### config.mk
export PLATFORM = sky130hd
export DESIGN_NAME = fir_stream_arbiter
export DESIGN_NICKNAME = d
export VERILOG_FILES = /design/src/rtl/fir_arb_pkg.sv /design/src/rtl/fir_arb_id_fifo.sv /design/src/rtl/fir_stream_arbiter.sv
export SDC_FILE = /design/constraint.sdc
export NUM_CORES = 1
export LEC_CHECK = 0
export CAP_MARGIN = 20
export CORE_AREA = 4 4 64 81
export CTS_CLUSTER_DIAMETER = 150
export DETAILED_ROUTE_END_ITERATION = 16
export DIE_AREA = 0 0 68 85
export PLACE_DENSITY = 0.76
export SLEW_MARGIN = 20
export SYNTH_ARGS = -nofsm -noshare
export SYNTH_HDL_FRONTEND = slang
export SYNTH_HIERARCHICAL = 1
export SYNTH_SLANG_ARGS = --single-unit
export TNS_END_PERCENT = 1
### constraint.sdc
create_clock -name clk -period 2.2 [get_ports clk]
set_input_delay 0.44 -clock clk [delete_from_list [all_inputs] [get_ports clk]]
set_output_delay 0.44 -clock clk [all_outputs]
set_load 0.01 [all_outputs]
### src/rtl/fir_arb_pkg.sv
// fir_arb_pkg
// Shared types and helpers for the FIR stream arbiter.
//   arb_state_e : arbiter FSM states (IDLE waits for a request, STREAM owns the FIR input)
//   rr_pick_t   : result of the round-robin search (found flag + channel index)
//   rr_next     : round-robin next-grant search over up to MAX_CH requesters
//   onehot_id   : decode of a channel ID into a MAX_CH-wide one-hot vector
package fir_arb_pkg;

    localparam int MAX_CH   = 8;
    localparam int MAX_ID_W = 3;

    typedef enum logic {
        IDLE   = 1'b0,
        STREAM = 1'b1
    } arb_state_e;

    typedef struct packed {
        logic                found;
        logic [MAX_ID_W-1:0] idx;
    } rr_pick_t;

    // Rotate the request vector so that bit 0 is the channel at ptr,
    // priority-encode the lowest set bit, then un-rotate back to a channel
    // index. num_ch may be any value 2..MAX_CH, so the wrap is a
    // compare-and-subtract rather than a power-of-two mask.
    function automatic rr_pick_t rr_next(input logic [MAX_CH-1:0]   req,
                                         input logic [MAX_ID_W-1:0] ptr,
                                         input int                  num_ch);
        logic [MAX_CH-1:0] rot;
        rr_pick_t          pick;
        int                src;
        int                sum;
        rot = '0;
        for (int i = 0; i < MAX_CH; i++) begin
            src = int'(ptr) + i;
            if (src >= num_ch) src = src - num_ch;
            if (i < num_ch && src < MAX_CH) rot[i] = req[src[MAX_ID_W-1:0]];
        end
        pick = '0;
        // Descending scan so the lowest rotated position wins.
        for (int i = MAX_CH - 1; i >= 0; i--) begin
            if (rot[i]) begin
                sum = int'(ptr) + i;
                if (sum >= num_ch) sum = sum - num_ch;
                pick.found = 1'b1;
                pick.idx   = sum[MAX_ID_W-1:0];
            end
        end
        return pick;
    endfunction

    function automatic logic [MAX_CH-1:0] onehot_id(input logic [MAX_ID_W-1:0] id);
        return MAX_CH'(1) << id;
    endfunction

endpackage

### src/rtl/fir_arb_id_fifo.sv
// fir_arb_id_fifo
// In-order FIFO of channel IDs, one entry per packet in flight inside the FIR.
// Ports:
//   clk, reset : clock, asynchronous active-high reset
//   push_i     : write din_i (ignored when full)
//   din_i      : ID to store
//   pop_i      : drop the head entry (ignored when empty)
//   dout_o     : head entry (valid when !empty_o)
//   full_o     : DEPTH entries stored
//   empty_o    : no entries stored
// Full/empty come from a registered occupancy count, so a pop in a cycle
// does not make room for a push in that same cycle.
module fir_arb_id_fifo
    import fir_arb_pkg::*;
#(
    parameter int WIDTH = 1,
    parameter int DEPTH = 4
) (
    input  logic             clk,
    input  logic             reset,
    input  logic             push_i,
    input  logic [WIDTH-1:0] din_i,
    input  logic             pop_i,
    output logic [WIDTH-1:0] dout_o,
    output logic             full_o,
    output logic             empty_o
);

    localparam int PTR_W = (DEPTH > 1) ? $clog2(DEPTH) : 1;
    localparam int CNT_W = $clog2(DEPTH + 1);

    logic [WIDTH-1:0] mem_q [DEPTH];
    logic [PTR_W-1:0] wr_ptr_q;
    logic [PTR_W-1:0] rd_ptr_q;
    logic [CNT_W-1:0] count_q;
    logic             do_push;
    logic             do_pop;

    assign full_o  = (count_q == CNT_W'(DEPTH));
    assign empty_o = (count_q == '0);
    assign do_push = push_i && !full_o;
    assign do_pop  = pop_i && !empty_o;
    assign dout_o  = mem_q[rd_ptr_q];

    always_ff @(posedge clk or posedge reset) begin
        if (reset) begin
            for (int i = 0; i < DEPTH; i++) mem_q[i] <= '0;
            wr_ptr_q <= '0;
            rd_ptr_q <= '0;
            count_q  <= '0;
        end else begin
            if (do_push) begin
                mem_q[wr_ptr_q] <= din_i;
                wr_ptr_q        <= wr_ptr_q + PTR_W'(1);
            end
            if (do_pop) rd_ptr_q <= rd_ptr_q + PTR_W'(1);
            if (do_push && !do_pop)      count_q <= count_q + CNT_W'(1);
            else if (do_pop && !do_push) count_q <= count_q - CNT_W'(1);
        end
    end

endmodule

### src/rtl/fir_stream_arbiter.sv
// fir_stream_arbiter
// Shares one FIR datapath between NUM_CH AXI-Stream sources. Packets are
// granted round-robin; each grant pushes the channel ID into an in-order
// FIFO so the FIR output can be steered back to the owning sink.
// Ports:
//   clk, reset            : clock, asynchronous active-high reset (shared with the FIR)
//   s_axis_t*             : per-channel sample sources (data packed, channel i at [i*DATA_WIDTH +: DATA_WIDTH])
//   m_axis_fir_t*         : granted stream toward the FIR input
//   s_axis_fir_t*         : FIR output stream
//   m_axis_t*             : filtered stream to the sinks (one-hot valid, broadcast data/last, tdest = owner)
//   err_orphan            : sticky, FIR produced output while no packet ID was outstanding
//   dbg_state_o           : arbiter FSM state (0 = IDLE, 1 = STREAM)
// Handshake: a beat transfers on a rising clk edge where valid and ready are
// both 1; valid never depends on ready, ready may depend on valid only
// through pass-through from the opposite side of this block.
module fir_stream_arbiter
    import fir_arb_pkg::*;
#(
    parameter  int NUM_CH        = 2,
    parameter  int DATA_WIDTH    = 16,
    parameter  int ID_FIFO_DEPTH = 4,
    localparam int ID_W          = (NUM_CH > 1) ? $clog2(NUM_CH) : 1
) (
    input  logic                         clk,
    input  logic                         reset,
    input  logic [NUM_CH*DATA_WIDTH-1:0] s_axis_tdata,
    input  logic [NUM_CH-1:0]            s_axis_tvalid,
    input  logic [NUM_CH-1:0]            s_axis_tlast,
    output logic [NUM_CH-1:0]            s_axis_tready,
    output logic [DATA_WIDTH-1:0]        m_axis_fir_tdata,
    output logic                         m_axis_fir_tvalid,
    output logic                         m_axis_fir_tlast,
    input  logic                         m_axis_fir_tready,
    input  logic [DATA_WIDTH-1:0]        s_axis_fir_tdata,
    input  logic                         s_axis_fir_tvalid,
    input  logic                         s_axis_fir_tlast,
    output logic                         s_axis_fir_tready,
    output logic [DATA_WIDTH-1:0]        m_axis_tdata,
    output logic [NUM_CH-1:0]            m_axis_tvalid,
    output logic                         m_axis_tlast,
    output logic [ID_W-1:0]              m_axis_tdest,
    input  logic [NUM_CH-1:0]            m_axis_tready,
    output logic                         err_orphan,
    output logic                         dbg_state_o
);

    arb_state_e      state_q, state_d;
    logic [ID_W-1:0] gnt_q, gnt_d;
    logic [ID_W-1:0] rr_ptr_q, rr_ptr_d;
    logic            err_orphan_q, err_orphan_d;
    rr_pick_t        pick;

    logic            fifo_push;
    logic            fifo_pop;
    logic            fifo_full;
    logic            fifo_empty;
    logic [ID_W-1:0] fifo_head;

    fir_arb_id_fifo #(
        .WIDTH (ID_W),
        .DEPTH (ID_FIFO_DEPTH)
    ) u_id_fifo (
        .clk     (clk),
        .reset   (reset),
        .push_i  (fifo_push),
        .din_i   (gnt_d),
        .pop_i   (fifo_pop),
        .dout_o  (fifo_head),
        .full_o  (fifo_full),
        .empty_o (fifo_empty)
    );

    assign err_orphan  = err_orphan_q;
    assign dbg_state_o = state_q;

    // Input side: grant selection in IDLE, pass-through of the granted
    // channel in STREAM. Non-granted channels see tready = 0.
    always_comb begin
        pick              = rr_next(MAX_CH'(s_axis_tvalid), MAX_ID_W'(rr_ptr_q), NUM_CH);
        state_d           = state_q;
        gnt_d             = gnt_q;
        rr_ptr_d          = rr_ptr_q;
        fifo_push         = 1'b0;
        s_axis_tready     = '0;
        m_axis_fir_tdata  = '0;
        m_axis_fir_tvalid = 1'b0;
        m_axis_fir_tlast  = 1'b0;
        case (state_q)
            IDLE: begin
                // Full is registered occupancy: an output pop this cycle
                // does not free a slot until the next cycle.
                if (pick.found && !fifo_full) begin
                    gnt_d     = ID_W'(pick.idx);
                    fifo_push = 1'b1;
                    state_d   = STREAM;
                end
            end
            STREAM: begin
                m_axis_fir_tdata  = s_axis_tdata[gnt_q*DATA_WIDTH +: DATA_WIDTH];
                m_axis_fir_tvalid = s_axis_tvalid[gnt_q];
                m_axis_fir_tlast  = s_axis_tlast[gnt_q];
                s_axis_tready     = NUM_CH'(onehot_id(MAX_ID_W'(gnt_q))) & {NUM_CH{m_axis_fir_tready}};
                if (s_axis_tvalid[gnt_q] && m_axis_fir_tready && s_axis_tlast[gnt_q]) begin
                    state_d  = IDLE;
                    rr_ptr_d = (gnt_q == ID_W'(NUM_CH - 1)) ? '0 : gnt_q + ID_W'(1);
                end
            end
            default: state_d = IDLE;
        endcase
    end

    // Output side: the FIFO head names the owner of whatever the FIR emits.
    // With nothing outstanding the FIR output is refused and flagged.
    always_comb begin
        m_axis_tdata      = '0;
        m_axis_tlast      = 1'b0;
        m_axis_tdest      = '0;
        m_axis_tvalid     = '0;
        s_axis_fir_tready = 1'b0;
        fifo_pop          = 1'b0;
        err_orphan_d      = err_orphan_q;
        if (!fifo_empty) begin
            m_axis_tdata      = s_axis_fir_tdata;
            m_axis_tlast      = s_axis_fir_tlast;
            m_axis_tdest      = fifo_head;
            m_axis_tvalid     = NUM_CH'(onehot_id(MAX_ID_W'(fifo_head))) & {NUM_CH{s_axis_fir_tvalid}};
            s_axis_fir_tready = m_axis_tready[fifo_head];
            fifo_pop          = s_axis_fir_tvalid && m_axis_tready[fifo_head] && s_axis_fir_tlast;
        end else if (s_axis_fir_tvalid) begin
            err_orphan_d = 1'b1;
        end
    end

    always_ff @(posedge clk or posedge reset) begin
        if (reset) begin
            state_q      <= IDLE;
            gnt_q        <= '0;
            rr_ptr_q     <= '0;
            err_orphan_q <= 1'b0;
        end else begin
            state_q      <= state_d;
            gnt_q        <= gnt_d;
            rr_ptr_q     <= rr_ptr_d;
            err_orphan_q <= err_orphan_d;
        end
    end

endmodule

* Yosys cells after proc, flatten, opt, wreduce, memory -nomap -nowiden
Index checks and enable logic that the tools add are counted.
** Word-level totals
- Word-level logic and storage cells :: 98
- Output and inout port bits :: 43
- Input port bits :: 59
- Bits in registers :: 15
** Operators by class
- Bitwise logic cells :: 5
- Add/subtract/negate cells :: 8
- Reduce and logical (&&, ||, !) cells :: 18
- Equal/unequal tests :: 1
- Shift-type cells :: 3
- Multiplexer cells :: 41
- Magnitude comparators :: 11
** Operator list (number)
- 32-bit by 5-bit < comparator with 1-bit output, second input constant :: 2
- 32-bit two-way mux :: 2
- 16-bit two-way mux :: 2
- 32-bit by 6-bit indexed part select with 16-bit output :: 1
- 1-bit two-way mux :: 25
- 1-bit logical AND :: 10
- 3-bit by 4-bit < comparator with 1-bit output, second input constant :: 2
- 4-bit two-way mux :: 2
- 1-bit binary-select mux with 3-bit select :: 2
- 3-bit >= comparator, second input constant :: 2
- 3-bit two-way mux :: 2
- 2-bit inverter with 3-bit output :: 2
- 2-bit by 1-bit adder with 2-bit output, second input constant :: 2
- 2-bit AND :: 2
- 4-bit bitwise mux :: 1
- 1-bit logical NOT :: 4
- 1-bit by 2-bit < comparator with 1-bit output, second input constant :: 2
- 2-bit two-way mux :: 2
- 2-bit AND reduction :: 2
- 1-bit by 1-bit left shift with 2-bit output, first input constant :: 2
- 3-bit by 1-bit adder with 3-bit output, second input constant :: 1
- 3-bit == test, second input constant :: 1
- 3-bit logical NOT :: 1
- 3-bit by 1-bit < comparator with 1-bit output, second input constant :: 1
- 12 further kinds :: 12

* Longest topological paths before layout
Gate-level depths: netlist (run 1).
- Depth after elaboration :: 16
- Gate-level depth with buffers :: 12
- Gate-level depth less buffers :: 11

* By module
The synthesis (run 1) kept the hierarchy.
** Modules (own cells, without submodules)
- fir_stream_arbiter :: seq. area each 100.1 um^2, instances 1, area an instance 698.2 um^2, cells an instance 85
- fir_arb_id_fifo :: seq. area each 275.3 um^2, instances 1, area an instance 606.8 um^2, cells an instance 54

* Worst setup path after synthesis (run 1)
Ideal clock, no wire load.
- Path kind :: register to register
- Start :: reg u_id_fifo.rd_ptr_q[0]
- End :: reg u_id_fifo.count_q[1]
- Setup time :: 125 ps
- Data required time :: 2075 ps
- Path slack :: -358 ps
- Period minus slack after synthesis :: 2558 ps
- Path buffers :: 0
- Cell stages (with the launch flop) :: 10
- Data arrival time :: 2433 ps
- Cell sequence :: dfrtp_1 mux4_2 mux2i_1 nor2_1 and3_1 nand2b_1 ha_1 inv_1 fa_1 mux2_2
** Between the ends
- Longest elaborated chain between the ends :: 13
- Elaborated cells on any way between the ends :: 15
- Classes of those cells :: mux (7); bitwise (1); reduce/logical (7)
** RTL lines
- start, declared :: RTL line fir_arb_id_fifo.sv:34 : logic [PTR_W-1:0] rd_ptr_q;
- start signal, assigned :: RTL line fir_arb_id_fifo.sv:56 : if (do_pop) rd_ptr_q <= rd_ptr_q + PTR_W'(1);
- 2-bit inverter with 3-bit output (not written as such) * :: RTL line fir_arb_id_fifo.sv:43 : assign dout_o = mem_q[rd_ptr_q];
- 1-bit binary-select mux with 2-bit select * :: RTL line fir_arb_id_fifo.sv:43
- 1-bit two-way mux (not written as such) * (2 in a row) :: RTL line fir_arb_id_fifo.sv:43
- via fifo_head :: RTL line fir_stream_arbiter.sv:57 : logic [ID_W-1:0] fifo_head;
- 1-bit two-way mux (not written as such) * (2 in a row) :: RTL line fir_stream_arbiter.sv:128 : fifo_pop = s_axis_fir_tvalid && m_axis_tready[fifo_head] && s_axis_fir_tlast;
- 1-bit logical AND * (2 in a row) :: RTL line fir_stream_arbiter.sv:128
- 1-bit two-way mux * :: RTL line fir_stream_arbiter.sv:122 : if (!fifo_empty) begin
- via fifo_pop :: RTL line fir_stream_arbiter.sv:54 : logic fifo_pop;
- 1-bit logical AND * :: RTL line fir_arb_id_fifo.sv:42 : assign do_pop = pop_i && !empty_o;
- 1-bit logical NOT :: RTL line fir_arb_id_fifo.sv:57 : if (do_push && !do_pop) count_q <= count_q + CNT_W'(1);
- 1-bit logical AND :: RTL line fir_arb_id_fifo.sv:57
- 3-bit two-way mux or 2-bit nonzero test (tied branches)
- end signal, assigned :: RTL line fir_arb_id_fifo.sv:57
- end signal, assigned :: RTL line fir_arb_id_fifo.sv:58 : else if (do_pop && !do_push) count_q <= count_q - CNT_W'(1);
- end, declared :: RTL line fir_arb_id_fifo.sv:35 : logic [CNT_W-1:0] count_q;
The timed path passes the listed nets; every way through them passes the cells marked *. The select of a mux whose other input is x is not followed.
A chain may end at the register's enable or synchronous reset.

* Worst setup path in the final report (run 1)
Ends and elaborated chain as after synthesis.

==> results by group, run 1 <==
Placed design
  • Port Buffer Count: 101
  • Area post-placement: 2460 sq um
  • Cell total after placement: about 310
  • Weighted congestion at the end of routability-driven global placement: 0.842
  • DP HPWL: 3430 um

Setup path
  • Crit path largest cell delay: roughly 0.57 ns
  • FF-to-FF setup slack: -0.35 ns
  • Ordered list of cells on the worst path: mux4_2, mux2i_2, nor2_2, and3_4, nand2b_4, ha_4, inv_2, fa_2, mux2_2
  • Critical path launch point: u_id_fifo/rd_ptr_q[0]
  • Highest-delay cell along the critical path: mux4_2
  • Crit path capture: u_id_fifo/count_q[1]
  • Worst Reg-to-Reg Cells: 9
  • Worst Path Arrival: 2.69 ns
  • Worst Setup End Kind: flop
  • Required time reported for the critical path endpoint: roughly 2.3 ns
  • Category of the most critical setup path: reg2reg
  • Setup crit start kind: flop
  • Worst Path Max Fanout: 2
  • Worst flop-to-flop path startpoint: u_id_fifo/rd_ptr_q[0]
  • Worst flop-to-flop path endpoint: u_id_fifo/count_q[1]

Routing
  • Count of vias placed by the detailed router: 1395
  • Routed WL per cell: 13.6 um
  • Antenna-violating nets left: 0
  • First drt pass iteration count: 4
  • Count of routing violations after the opening detailed-route iteration: 28
  • Total routed wirelength: 4300 um
  • Number of vias per cell after detailed routing: about 4.4
  • DRC violation count after routing: 0

Synthesis
  • Adder and majority gate portion of the synthesized area: 6.33%
  • Syn Area/Cell: 9.39 sq um
  • Main combinational cell family by area after synthesis: simple AND/OR/NAND/NOR gates
  • Post-synthesis simple-gate area fraction: 28.8%
  • Synth Net Count: about 200
  • Synthesized instance count: between 100 and 150
  • Compound-cell area share of the yosys netlist: between 6 and 7%
  • Share of the yosys chip area belonging to registers: 28.8%
  • Unique cell type count in the Yosys netlist: 31
  • Share of cell area taken by muxes after synthesis: 18.3%
  • Mapped cell area: 1310 sq um
  • Synth Area in XOR/XNOR: 4.03%
  • Post-synthesis register bit count: 15
  • Ys Warns: 6

STA
  • Hold Violations, Final: 0
  • Setup repair after global routing missed its margin: yes
  • Max Slew Vio Count: 0
  • Final setup violating endpoints: 21
  • Final period utilization: 116%
  • Actual transition at the worst max-transition pin: 0.457 ns
  • Post-route minimum period: roughly 2.5 ns
  • Hold Worst Slack: around 0.40 ns
  • Max Fclk: 393 MHz
  • Slew headroom: 69.4%
  • Worst-case setup margin in the final layout: -0.347 ns
  • Skew final: approximately 0.0061 ns

Pwr
  • Power density normalized to cell area: 1150 nW/um^2
  • Share of total power in combinational logic: between 70% and 80%
  • Total power: 0.00298 W
  • Net switching share of the total power: 38.6%
  • Sw Pwr: about 0.0011 W
  • Power share of the sequential group: 18.1%
  • Worst vdd rail ir drop: 0.491 mV
  • Cell Int Power: 0.00183 W
  • Portion of total power attributed to the clock network: roughly 8%
  • Static Leakage: 1.11 nW

Global routing
  • Overall global routing resource usage: between 10% and 20%
  • Met1 GRT Util: 17.5%
  • Number of antenna violations at the first check in global routing: 0
  • GR met2 Demand/Resource: 27.5%
  • Remaining global-route overflow: 0
  • Met3 Track Usage GR: 3.05%
  • Largest net degree at the start of global routing: 24
  • First-pass GRT wire length: 6750 um
  • Number of global-route vias before repair: 1400
  • Most used routing layer: met2

Clock network
  • Clock buffers created by TritonCTS: 3
  • Number of buffers inserted by hold repair at cts: 0
  • CTS HTree Levels: 1
  • Root buffer selected by CTS: clkbuf_8
  • CTS tree: yes
  • CTS sink cnt: 15
  • Maximum clock insertion buffer count: 2
  • Clock-pin slew on the worst setup and hold paths: 0.07 ns
  • Clk_lat worst skew: ~0.25 ns

Cells and area
  • Final cell utilization of the core: 59.0%
  • Fill cell total of the finished layout: 387
  • Final net count: approximately 320
  • Area of all sequential standard cells: 375 sq um
  • Syn-to-layout area delta: 98.5%
  • N_diodes: 0
  • Final cell area excluding filler cells: between 2000 and 3000 sq um
  • Area of combinational cells with multiple inputs: 890 sq um
  • Non-filler cells in the finished layout: approximately 320
  • Share of cells above drive strength 1: 17.4%

Floorplan
  • Chip width: 68 um
  • Die Area: 5780 sq um
  • Chip Height: 85 um
  • Std-Cell Rows: 27
  • Floorplan core area: 4390 sq um
  • Ports placed on the boundary: 102
  • Starting utilization of the core area: 29.7%

Outcome
  • Violated checks: negative setup slack
  • Result of the run: finished with violations

Flow run
  • Number of max-capacitance violations reported: 0

Min path
  • Hold WC Path Type: in2async
## Yosys cell counts
cell      number  area, sq um
o21a_1         1         7.51
xor2_1         2         17.5
and3_1         2         12.5
nor2_1         3         11.3
clkbuf_1       4         15.0
nor2b_1       37          231
nor3b_4        1         18.8
ha_1           5         62.6
xnor2_1        4         35.0
o21ai_0        6         30.0
a31oi_1        3         18.8
nor3_1         1         5.00
a311o_1        1         10.0
nand3b_1       2         15.0
a21oi_1        1         5.00
mux4_2         1         22.5
mux2_4         1         15.0
mux2_2         1         11.3
nand3_2        1         10.0
nor3b_1        1         7.51
mux2i_1       19          190
o21ai_1        2         10.0
a21o_1         1         7.51
buf_6          3         33.8
dfrtp_1       15          375
and3b_1        2         17.5
inv_1          6         22.5
nand2b_1       2         12.5
fa_1           1         20.0
buf_12         1         20.0
nand2_1        9         33.8
## registers in the layout, summed over array words and instances, names as in the netlist
signal	cells
u_id_fifo/mem_q	4
u_id_fifo/count_q	3
u_id_fifo/rd_ptr_q	2
u_id_fifo/wr_ptr_q	2
dbg_state_o	1
err_orphan	1
gnt_q	1
rr_ptr_q	1
## metal layers
metal	up-vias	share of wire [%]
met3	4	5.6
met5	-	0
met1	655	37
met4	0	0.98
met2	36	57
li1	700	-
## layout by cell type, fill, tap and decap left out, types with 2 or more instances in the layout
cell and n:
buf_4 19, o21ai_0 6, inv_1 5, nor2_1 2
clkbuf_2 2, o21ai_1 2, clkbuf_8 3, and3b_1 2
xnor2_1 3, nor2b_1 37, xor2_1 2, clkdlybuf4s50_1 96
dfrtp_1 15, a31oi_1 3, buf_6 3, nand3b_1 2
ha_1 4, nand2_1 9, mux2i_1 18
## how the worst min path moves through the flow
stage / slack [ns] / cells past startpoint / endpoint
6_report: 0.40 / 2 / dbg_state_o
5_1_grt: 0.43 / 2 / err_orphan
4_1_cts: 0.40 / 2 / err_orphan
3_5_place_dp: 0.45 / 1 / err_orphan
3_3_place_gp: 0.44 / 1 / err_orphan
2_1_floorplan: 0.21 / 1 / dbg_state_o
## cell type report
type,instances,share of cell area [%]
clock buffer,3,1.59
sequential,15,14.5
multi-input combinational,110,34.3
clock inverter,1,0.290
inverter,6,0.870
tap,58,2.80
timing repair buffer,123,45.6
## kinds of logic (layout without fill, tap and decap cells)
family,count (synthesis),in the layout
flip-flops,15,15
AND/OR/NAND/NOR,61,61
multiplexers,22,22
adder cells (fa/ha/maj),6,6
XOR/XNOR,6,6
AO/OA/AOI/OAI,15,15
buffers and inverters,14,133
## critical path, delay by kind of cell (launching register included)
kind	cells	cell delay (ns)
buffers and inverters	1	0.05
DFF	1	0.38
and+or+nand+nor	3	0.41
muxes	3	1.02
adders and majority gates	2	0.57
## through the flow
stage	setup TNS, ns	setup WS, ns
2_1_floorplan	-0.610	-0.307
3_3_place_gp	-0.499	-0.228
3_5_place_dp	-0.832	-0.332
4_1_cts	-2.93	-0.247
5_1_grt	-4.73	-0.418
6_report	-2.43	-0.347
## what timing repair did
action	4_1_cts	5_1_grt
endpoints found under the setup margin	24	24
pin swaps	4	3
setup buffers	7	0
resized for setup	17	6
## power by group through the flow
stage	clock network, W	logic (W)	registers, W
final	0.000232	0.00221	0.000537
after global routing	0.000249	0.00240	0.000555
after CTS	0.000239	0.00221	0.000538
after detailed placement	0	0.00213	0.000541
after global placement	0	0.00210	0.000534
after floorplan	0	0.00116	0.000523
Power figures use the tool's default switching activity.
==> run 2: changes to the inputs <==
- CORE_AREA: 4 4 64 81 -> 2 2 62 79
- DIE_AREA: 0 0 68 85 -> 0 0 64 81
==> run 2 against run 1 <==
The flow still finishes with violations (negative setup slack). Die area is 10% lower. Highest routed layer unchanged. Critical path type unchanged. Worst setup slack better by 0.11 ns. Largest cell class unchanged. Critical path depth stayed put. Clock power is 8% lower. Largest power group unchanged. Global-route usage is 0.29 points lower. Via count is 0.72% lower. Wire length is 12% lower.
==> results by group, run 2 (synthesized netlist as in run 1, its figures left out) <==
Routing
  • Count of vias placed by the detailed router: 1385 (-0.72%)
  • Total routed wirelength: 3780 um (-12%)
  • DRC violation count after routing: 0 (unchanged)
  • Count of routing violations after the opening detailed-route iteration: 37 (+32%)
  • Number of vias per cell after detailed routing: 4.36 (-1.3%)
  • Routed WL per cell: 11.9 um (-13%)
  • First drt pass iteration count: 4 (unchanged)
  • Antenna-violating nets left: 0 (unchanged)

Setup path
  • Category of the most critical setup path: reg2reg
  • Ordered list of cells on the worst path: mux4_2, mux2i_1, nor2_2, and3_4, nand2b_4, ha_4, inv_2, fa_2, mux2_2
  • Worst Path Arrival: 2.57 ns (-0.12 ns)
  • Worst Setup End Kind: flop
  • Crit path largest cell delay: 0.54 ns (-0.03 ns)
  • Worst flop-to-flop path startpoint: u_id_fifo/rd_ptr_q[0]
  • Critical path launch point: u_id_fifo/rd_ptr_q[0]
  • Setup crit start kind: flop
  • Worst Path Max Fanout: 2 (unchanged)
  • Highest-delay cell along the critical path: mux4_2
  • Required time reported for the critical path endpoint: 2.33 ns (about the same)

Outcome
  • Violated checks: negative setup slack
  • Result of the run: finished with violations

Clock network
  • Clock-pin slew on the worst setup and hold paths: 0.05 ns (-0.02 ns)
  • CTS sink cnt: 15 (unchanged)
  • Maximum clock insertion buffer count: 2 (unchanged)
  • CTS HTree Levels: 1 (unchanged)
  • Clk_lat worst skew: 0.24 ns (about the same)
  • Root buffer selected by CTS: clkbuf_8
  • CTS tree: yes
  • Clock buffers created by TritonCTS: 3 (unchanged)

Placed design
  • DP HPWL: 3120 um (-9.1%)
  • Weighted congestion at the end of routability-driven global placement: 0.801 (-4.8%)
  • Port Buffer Count: 101 (unchanged)

STA
  • Worst-case setup margin in the final layout: -0.239 ns (+0.108 ns)
  • Aggregate negative setup slack: -1.60 ns (+0.829 ns)
  • Final period utilization: 111% (-4.9 points)
  • Hold Violations, Final: 0 (unchanged)
  • Max Slew Vio Count: 0 (unchanged)
  • Skew final: 0.000655 ns (-0.00547 ns)
  • Slew headroom: 65.8% (-3.6 points)
  • Actual transition at the worst max-transition pin: 0.510 ns (+0.0536 ns)
  • Hold Worst Slack: 0.415 ns (+0.0132 ns)
  • Post-route minimum period: 2.44 ns (-0.108 ns)
  • Setup repair after global routing missed its margin: yes
  • Max Fclk: 410 MHz (+4.4%)
  • Final setup violating endpoints: 12 (-43%)

Global routing
  • First-pass GRT wire length: 6040 um (-10%)
  • Most used routing layer: met2
  • Met3 Track Usage GR: 4.57% (+1.5 points)
  • GR met2 Demand/Resource: 26.5% (-1.1 points)
  • Met1 GRT Util: 16.3% (-1.2 points)
  • Number of global-route vias before repair: 1324 (-5.4%)
  • Overall global routing resource usage: 14.7% (-0.29 points)
  • Largest net degree at the start of global routing: 24 (unchanged)
  • Number of antenna violations at the first check in global routing: 0 (unchanged)
  • Remaining global-route overflow: 0 (unchanged)

Floorplan
  • Ports placed on the boundary: 102 (unchanged)
  • Chip Height: 81 um (-4.7%)
  • Floorplan core area: 4520 sq um (+2.9%)
  • Std-Cell Rows: 28 (+3.7%)
  • Chip width: 64 um (-5.9%)
  • Die Area: 5180 sq um (-10%)
  • Starting utilization of the core area: 28.9% (-0.84 points)

Cells and area
  • N_diodes: 0 (unchanged)
  • Final net count: 324 (unchanged)
  • Share of cells above drive strength 1: 15.1% (-2.3 points)
  • Largest registers ranked by flip-flop count: u_id_fifo/mem_q (4), u_id_fifo/count_q (3)
  • Biggest register: u_id_fifo/mem_q
  • Syn-to-layout area delta: 97.0%
  • Fill cell total of the finished layout: 396 (+2.3%)
  • Commonest non-fill, non-tap cells in the layout: clkdlybuf4s50_1 (97), nor2b_1 (37), buf_4 (22)
  • Flip-flop count of the largest register after layout: 4 (unchanged)
  • Leading cell type in the layout, fill and taps excluded: clkdlybuf4s50_1

Flow run
  • Number of max-capacitance violations reported: 0 (unchanged)

Min path
  • Hold WC Path Type: in2async

Pwr
  • Static Leakage: 1.10 nW (-0.83%)
  • Worst vdd rail ir drop: 0.497 mV (+1.1%)
  • Power density normalized to cell area: 1140 nW/um^2 (-1.1%)
## run 2: worst max-delay path, delay by kind of cell (launching register included)
family                   cells  cell delay, ns
multiplexers                 3            0.95
adder cells (fa/ha/maj)      2            0.57
buffers and inverters        1            0.05
flip-flops                   1            0.37
AND/OR/NAND/NOR              3            0.38
## run 2: repair_timing
item,4_1_cts,5_1_grt
setup buffers,2,1
gates resized for setup,5,7
setup endpoints to repair,16,22
hold buffers,0,0
pin swaps,4,2
## run 2: layout make-up
cell class | count | area (sq um) | share of cell area, %
Clock buffer | 4 | 45.0 | 1.75
Inverter | 6 | 22.5 | 0.876
Sequential cell | 15 | 375 | 14.6
Timing Repair Buffer | 123 | 1180 | 45.9
Tap cell | 60 | 75.1 | 2.92
Multi-Input combinational cell | 110 | 873 | 34.0
## run 2: final timing paths
path,slack [ns],depth (start not counted),to
max,-0.24,9,u_id_fifo/count_q[1]
min,0.41,2,err_orphan
max reg2reg,-0.24,9,u_id_fifo/count_q[1]
min reg2reg,0.45,1,err_orphan
max in group asynchronous,1.38,2,u_id_fifo/count_q[1]
min in group clk,0.45,1,err_orphan
## run 2: report_power, final
| group | internal, W | switching, W | total, W |
|---|---|---|---|
| combinational | 0.00129 | 0.000890 | 0.00218 |
| clock | 0.000128 | 0.0000850 | 0.000213 |
| sequential | 0.000413 | 0.000121 | 0.000534 |
## run 2: stage by stage
stage               instances  power (W)  util, %  cell area [sq um]  worst slack, ns
global route              318    0.00316     56.9               2570           -0.307
floorplan                 139    0.00168        -               1310           -0.307
global placement          311    0.00266     55.0               2490           -0.238
finish                    318    0.00292     56.9               2570           -0.239
CTS                       317    0.00291     56.3               2540           -0.284
detailed placement        311    0.00270     55.0               2490           -0.309
## run 2: routing by layer
layer  up-vias  wire (um)  share of wire, %
li1        701          -                 -
met1       642       1460                39
met2        36       2040                54
met3         6        221               5.8
met4         0         56               1.5
met5         -          0                 0
==> run 3: changes to the inputs <==
- SLEW_MARGIN: 20 -> not set
==> results of run 3 <==
Final layout, timing and power as in run 2 (identical DEF).
